$ cat src/rtl/decode_ctrl.sv
// decode_ctrl
// Sequencer between the fetch stage and a multi-cycle instruction decoder.
// Accepts one instruction at a time and holds it on the decoder input. It
// drives the decoder request, captures the decoded fields on the decoder's
// one-cycle response pulse and offers them to execute on a valid/ready port.
// Also provides flush, a sticky timeout flag and a retired-decode counter.
//
// Ports:
//   clk, rst                      clock, synchronous active-high reset
//   if_valid/if_ready/if_instr/if_pc   fetch handshake and payload
//   dec_instruction               held instruction to the decoder
//   dec_req_valid, dec_resp_ready decoder request / decoder idle
//   dec_resp_valid, dec_*         decoder one-cycle result and fields
//   id_valid/id_ready, id_*       registered decoded bundle to execute
//   flush                         discard in-flight work
//   err_timeout, err_clr          sticky timeout flag and its clear
//   decode_count                  number of completed id handshakes
module decode_ctrl #(
  parameter int TIMEOUT   = 15,
  parameter int CNT_WIDTH = 32
) (
  input  logic                 clk,
  input  logic                 rst,
  input  logic                 if_valid,
  output logic                 if_ready,
  input  logic [31:0]          if_instr,
  input  logic [31:0]          if_pc,
  output logic [31:0]          dec_instruction,
  output logic                 dec_req_valid,
  input  logic                 dec_resp_ready,
  input  logic                 dec_resp_valid,
  input  logic [4:0]           dec_rs1,
  input  logic [4:0]           dec_rs2,
  input  logic [4:0]           dec_rd,
  input  logic [6:0]           dec_opcode,
  input  logic [2:0]           dec_funct3,
  input  logic [6:0]           dec_funct7,
  input  logic [31:0]          dec_imm,
  output logic                 id_valid,
  input  logic                 id_ready,
  output logic [31:0]          id_pc,
  output logic [31:0]          id_instr,
  output logic [31:0]          id_imm,
  output logic [4:0]           id_rs1,
  output logic [4:0]           id_rs2,
  output logic [4:0]           id_rd,
  output logic [6:0]           id_opcode,
  output logic [2:0]           id_funct3,
  output logic [6:0]           id_funct7,
  input  logic                 flush,
  output logic                 err_timeout,
  input  logic                 err_clr,
  output logic [CNT_WIDTH-1:0] decode_count
);

  typedef enum logic [2:0] {
    S_IDLE,
    S_ISSUE,
    S_WAIT,
    S_HOLD,
    S_DRAIN
  } state_t;

  // Last wait-counter value that still counts as "in time": the counter is
  // cleared on entry to WAIT, so hitting this value without a response means
  // TIMEOUT cycles have been spent waiting.
  localparam logic [7:0] TO_LAST = 8'(TIMEOUT - 1);
  localparam logic [CNT_WIDTH-1:0] CNT_ONE = {{(CNT_WIDTH-1){1'b0}}, 1'b1};

  state_t               state_reg, state_next;
  logic [31:0]          instr_reg, pc_reg;
  logic [7:0]           wait_cnt_reg;
  logic                 err_reg;
  logic [CNT_WIDTH-1:0] count_reg;

  logic load_fetch, capture, cnt_clr, cnt_inc, set_err, count_inc;
  logic timeout_hit;

  assign timeout_hit = (wait_cnt_reg >= TO_LAST) && !dec_resp_valid;

  always_comb begin
    state_next    = state_reg;
    load_fetch    = 1'b0;
    capture       = 1'b0;
    cnt_clr       = 1'b0;
    cnt_inc       = 1'b0;
    set_err       = 1'b0;
    count_inc     = 1'b0;
    if_ready      = 1'b0;
    dec_req_valid = 1'b0;
    id_valid      = 1'b0;

    case (state_reg)
      S_IDLE: begin
        if_ready = dec_resp_ready && !flush;
        if (if_valid && dec_resp_ready && !flush) begin
          load_fetch = 1'b1;
          state_next = S_ISSUE;
        end
      end
      S_ISSUE: begin
        dec_req_valid = 1'b1;
        if (flush) begin
          // If the decoder takes the request this cycle its response must
          // still be absorbed; otherwise nothing is in flight.
          if (dec_resp_ready) begin
            cnt_clr    = 1'b1;
            state_next = S_DRAIN;
          end else begin
            state_next = S_IDLE;
          end
        end else if (dec_resp_ready) begin
          cnt_clr    = 1'b1;
          state_next = S_WAIT;
        end
      end
      S_WAIT: begin
        cnt_inc = 1'b1;
        if (flush) begin
          // A response arriving in the flush cycle is already drained.
          state_next = dec_resp_valid ? S_IDLE : S_DRAIN;
        end else if (dec_resp_valid) begin
          capture    = 1'b1;
          state_next = S_HOLD;
        end else if (timeout_hit) begin
          set_err    = 1'b1;
          state_next = S_IDLE;
        end
      end
      S_HOLD: begin
        id_valid = 1'b1;
        if (flush) begin
          state_next = S_IDLE;
        end else if (id_ready) begin
          count_inc  = 1'b1;
          state_next = S_IDLE;
        end
      end
      S_DRAIN: begin
        // Flush here changes nothing: the controller is already discarding.
        cnt_inc = 1'b1;
        if (dec_resp_valid) begin
          state_next = S_IDLE;
        end else if (timeout_hit) begin
          set_err    = 1'b1;
          state_next = S_IDLE;
        end
      end
      default: state_next = S_IDLE;
    endcase

    // Handshake outputs are forced low while reset is asserted.
    if (rst) begin
      if_ready      = 1'b0;
      dec_req_valid = 1'b0;
      id_valid      = 1'b0;
    end
  end

  always_ff @(posedge clk) begin
    if (rst) begin
      state_reg    <= S_IDLE;
      instr_reg    <= '0;
      pc_reg       <= '0;
      wait_cnt_reg <= '0;
      err_reg      <= 1'b0;
      count_reg    <= '0;
      id_pc        <= '0;
      id_instr     <= '0;
      id_imm       <= '0;
      id_rs1       <= '0;
      id_rs2       <= '0;
      id_rd        <= '0;
      id_opcode    <= '0;
      id_funct3    <= '0;
      id_funct7    <= '0;
    end else begin
      state_reg <= state_next;

      // Instruction stays frozen from ISSUE until the next fetch: the decoder
      // decodes its live input during the response pulse.
      if (load_fetch) begin
        instr_reg <= if_instr;
        pc_reg    <= if_pc;
      end

      if (cnt_clr) begin
        wait_cnt_reg <= '0;
      end else if (cnt_inc) begin
        wait_cnt_reg <= wait_cnt_reg + 8'd1;
      end

      if (capture) begin
        id_pc     <= pc_reg;
        id_instr  <= instr_reg;
        id_imm    <= dec_imm;
        id_rs1    <= dec_rs1;
        id_rs2    <= dec_rs2;
        id_rd     <= dec_rd;
        id_opcode <= dec_opcode;
        id_funct3 <= dec_funct3;
        id_funct7 <= dec_funct7;
      end

      // A new timeout wins over a simultaneous clear.
      if (set_err) begin
        err_reg <= 1'b1;
      end else if (err_clr) begin
        err_reg <= 1'b0;
      end

      if (count_inc) begin
        count_reg <= count_reg + CNT_ONE;
      end
    end
  end

  assign dec_instruction = instr_reg;
  assign err_timeout     = err_reg;
  assign decode_count    = count_reg;

endmodule

$ cat config.mk
export PLATFORM = sky130hd
export DESIGN_NAME = decode_ctrl
export DESIGN_NICKNAME = d
export VERILOG_FILES = /design/src/rtl/decode_ctrl.sv
export SDC_FILE = /design/constraint.sdc
export NUM_CORES = 1
export LEC_CHECK = 0
export CORE_ASPECT_RATIO = 0.9
export CORE_MARGIN = 2
export CORE_UTILIZATION = 54
export DETAILED_ROUTE_END_ITERATION = 12
export DONT_BUFFER_PORTS = 1
export PLACE_DENSITY = 0.67
export REMOVE_ABC_BUFFERS = 1
export SYNTH_ARGS = -nofsm -noshare
export SYNTH_HDL_FRONTEND = slang
export SYNTH_SLANG_ARGS = --single-unit
export TNS_END_PERCENT = 5
$ cat constraint.sdc
create_clock -name clk -period 2.51 [get_ports clk]
set_input_delay 0.251 -clock clk [delete_from_list [all_inputs] [get_ports clk]]
set_output_delay 0.251 -clock clk [all_outputs]
set_load 0.005 [all_outputs]
# Yosys cells after proc, flatten, opt, wreduce, memory -nomap -nowiden
# Index checks and enable logic that the tools add are counted.
[word_totals]
ff_bits = 236
input_bits = 136
output_inout_bits = 196
word_cells = 71
[op_classes]
add_sub_neg = 2
magnitude_cmp = 1
n_eq_ne = 7
mux = 35
n_reduce_logical = 11
[op_table]
columns = ["operator", "n"]
rows = [
  ["3-bit 2-to-1 mux", 11],
  ["32-bit by 1-bit adder with 32-bit output (second input constant)", 1],
  ["1-bit 2-to-1 mux", 22],
  ["3-bit case mux with 5 select lines", 1],
  ["8-bit by 1-bit adder with 8-bit output (second input constant)", 1],
  ["8-bit by 4-bit >= comparator with 1-bit output (second input constant)", 1],
  ["3-bit by 2-bit equality test with 1-bit output (second input constant)", 2],
  ["3-bit inequality test (second input constant)", 2],
  ["1-bit logical AND", 4],
  ["2-bit OR reduction", 2],
  ["3-bit by 1-bit equality test with 1-bit output (second input constant)", 1],
  ["3-bit equality test (second input constant)", 1],
  ["3-bit logical NOT", 1],
  ["3-bit AND reduction", 1],
  ["1-bit logical NOT", 2],
  ["2-bit inequality test (second input constant)", 1],
  ["1-bit case mux with 2 select lines", 1],
  ["2-bit nonzero test", 1],
]

# Longest topological paths before layout
[depth]
ltp_word = 7
depth_mapped = 7
depth_no_buf = 6

# Least setup slack after synthesis
# OpenSTA, ideal clock, no wires.
[synth_timing]
path_type = "reg-to-reg"
startpoint = "register count_reg[0], in the netlist decode_count[0]"
endpoint = "register count_reg[26], in the netlist decode_count[26]"
setup_time_ns = 0.070
t_arrival_ns = 1.936
required_ns = 2.440
setup_slack_ns = 0.504
path_stages_with_launch = 7
path_buffers = 1
period_less_slack_ns = 2.006
cell_sequence = "dfxtp_1 > ha_1 > nand4_1 > or4_4 > buf_6 > or4_1 > a21oi_1"
[synth_via]
elab_chain_cells = 1
[synth_rtl]
columns = ["item", "line", "source"]
rows = [
  ["start: declaration", "74", "logic [CNT_WIDTH-1:0] count_reg;"],
  ["start signal: assignment", "213", "count_reg <= count_reg + CNT_ONE;"],
  ["32-bit by 1-bit adder with 32-bit output", "213", ""],
]
# No other way between the ends.
# A chain may end at the register's enable or synchronous reset.

# Worst setup path in the final report
[layout_timing]
startpoint = "register state_reg[0]"
endpoint = "register count_reg[14], in the netlist decode_count[14]"
[layout_via]
elab_chain_cells = 2
[layout_rtl]
columns = ["item", "line", "source"]
rows = [
  ["start: declaration", "70", "state_t state_reg, state_next;"],
  ["start signal: assignment", "178", "state_reg <= state_next;"],
  ["3-bit by 2-bit equality test with 1-bit output", "93", "case (state_reg)"],
  ["1-bit 2-to-1 mux", "93", ""],
]
# No other way between the ends.

==> flow_summary.toml <==
[cells_and_area]
drive_gt1_share_pct = 5.68
area_growth_pct = 31.8
n_antenna_cell = 0
nNetsFinal = 1388

[synth]
yosys.area_share.adder_pct = 0.428
yosysWarnings = 0
synth-seq-area-share_pct = 53.8
yosys.area_share.simple_pct = 25.6
yosysMostFrequentCell = "nand2_1"
ys_ff_latch = 236
synth_area_um2 = 8770
synth-xor-area-share_pct = 1.60
synth_top_area_share_pct = 53.8
synthTopCellsByCount = "nand2_1, dfxtp_1, a21oi_1"
yosys-mux-area-fraction_pct = 0
synthTopCellsByArea = "dfxtp_1, nand2_1, a21oi_1"
synth_ff_type = "dfxtp_1"
synth_top_family_by_area = "simple AND/OR/NAND/NOR gates"
ys_async_sr_fraction_pct = 0
synth-compound-area-share_pct = 14.9
synthCells = 1104
syn_avg_cell_area_um2 = 7.95
synth_cell_type_count = 41
synth_top_area_cell = "dfxtp_1"
synth_edf_count = 0

[timing]
finalCritPeriodShare_pct = 95.9
setup_violations = 0
hold_viol = 0
grt_setup_unrepaired = "yes"
skew_ns = 0.0123
relSlewSlack_pct = 51.8
drv_slew = 0
tightest_slew_ns = 0.723
max_freq_mhz = 415
period_minus_slack_ns = 2.41
finalWorstSetupSlack_ns = 0.103

[setup_path]
slowest_stage = "dlygate4sd3_1"
reg2reg_to = "decode_count[14]"
reg2reg_depth = 7
critPathBufInv = 3
critPathCaptureType = "flop"
path_class = "reg -> reg"
reg2reg_from = "state_reg[0]"
critPathMaxStageDelay_ns = 0.55
cpLargestDelayFamily = "buffers and inverters"
worstPathArrival_ns = 2.85
reg2reg_slack_ns = 0.10
crit_top_cell = "buf_4"
cp_max_fo = 20
path_cells = "buf_4 -> and4bb_2 -> nand4_1 -> buf_4 -> or3_2 -> a21oi_1 -> dlygate4sd3_1"
crit_path_start_kind = "flop"
crit_required_ns = 2.95

[drt]
via_count = 8183
postRouteAntennaNets = 0
viasPerCell = 5.55
firstDrtPassIters = 5
drc_errors = 0
wire_per_inst_um = 17.6
drt-initial-drc-count = 466
drt_wl_total_mm = 25.9

[die]
die_h_um = 125
coreArea_um2 = 16000
initial_core_util_pct = 54.8
placementRows = 44
ios = 332
die_w_um = 138
die_area_um2 = 17300

[clock_network]
cts-root-buf = "clkbuf_16"
path_clk_slew_ns = 0.06
clk_latency_ns = 0.50
htree_levels = 1
numClockSinks = 236
clockBufferDepth = 3
cts_made_buffers = 24
tritoncts = "yes"

[global_route]
grt_pass1_wl_mm = 41.2
grt.total_usage_pct = 28.4
grt_pass1_vias = 8066
antenna_found_initial = 0
grt-ovfl-total = 0
grt_start_max_net_pins = 127

[outcome]
outcome = "finished clean"

[placed_design]
gp_congestion = 0.818
post-place-ws_ns = 0.417
numPortBuffers = 0
hpwl_mm = 14.6

[worst_hold_path]
hold-path-endpoint = "decode_count[7]"
worstHoldStart = "id_ready"
min_path_cells = 3
hp-class = "in -> reg"

[job]
cap_violations = 0

[pwr]
p_leak_nw = 4.14
ir_drop_uv = 827
p_total_mw = 7.69
p_per_area_nw_per_um2 = 665
-- layout by cell type, fill, tap and decap left out, types with 4 or more instances in the layout --
cell type	count
clkinv_2	5
clkbuf_1	6
xnor2_1	8
nand2_1	401
and4_1	5
clkbuf_16	25
a21oi_1	220
nand4_1	18
dlygate4sd3_1	178
nor2_1	21
clkbuf_8	4
dfxtp_1	235
o21ai_0	8
o31ai_1	17
or4_1	19
buf_4	13
buf_12	4
nand3_1	9
nand2b_1	5
xor2_1	8
-- layer usage --
| metal | routed length (µm) | up-vias | part of all wire [%] | global-route usage (%) |
|---|---|---|---|---|
| met3 | 2380 | 60 | 9.2 | 9.31 |
| met5 | 0 | - | 0 | 0 |
| met2 | 12600 | 343 | 49 | 49.1 |
| met1 | 10100 | 3797 | 39 | 33.4 |
| met4 | 826 | 0 | 3.2 | 9.30 |
| li1 | - | 3983 | - | - |
-- tightest hold or removal path, delay by kind of cell --
family / cells / cell delay (ns)
compound gates: 1 / 0.10
simple gates: 2 / 0.19
-- final cells by class --
class / instances / area (µm²)
well taps: 207 / 259
multi-input cells: 788 / 3780
flip-flops and latches: 236 / 4730
repair buffers: 196 / 1990
fillers: 1207 / 4460
inverters: 3 / 11.3
clock buffers: 35 / 703
clock inverters: 9 / 100
-- logic make-up after synthesis --
logic type | count (synthesis)
and+or+nand+nor | 518
AOI/OAI and AO/OA | 250
DFF | 236
buffers and inverters | 81
xor gates and xnor gates | 16
adders and majority gates | 3
-- stage by stage --
step	instance area, µm²	setup TNS (ns)	hold slack (ns)	instances	utilization [%]
3_3_place_gp	8910	0	0.335	1248	55.6
5_1_grt	11600	-0.00724	0.144	1474	72.2
6_report	11600	0	0.0784	1474	72.2
4_1_cts	11500	0	0.0682	1471	71.9
2_1_floorplan	8470	-121.12	0.320	1026	-
3_5_place_dp	8910	0	0.334	1248	55.6
-- power by group --
part | switching [mW] | internal, mW
registers | 0.0311 | 3.78
clock network | 1.45 | 2.15
logic | 0.129 | 0.143
total | 1.61 | 6.08
-- worst max path at each step --
stage	start	endpoint	slack (ns)	cells past startpoint
final	state_reg[0]	decode_count[14]	0.10	7
after global placement	decode_count[0]	decode_count[28]	0.44	5
after floorplan	state_reg[0]	state_reg[0]	-0.96	4
after detailed placement	decode_count[0]	decode_count[26]	0.42	5
after global routing	state_reg[0]	decode_count[14]	-0.007	7
after CTS	state_reg[2]	id_pc[30]	0.03	6
-- what timing repair did --
item | CTS | global route
hold endpoints to repair | 228 | 0
endpoints found under the setup margin | 0 | 40
hold buffers | 179 | 0
setup buffers | 0 | 2
resized for setup | 0 | 6
Note: power is estimated with default switching activity, not from simulation.
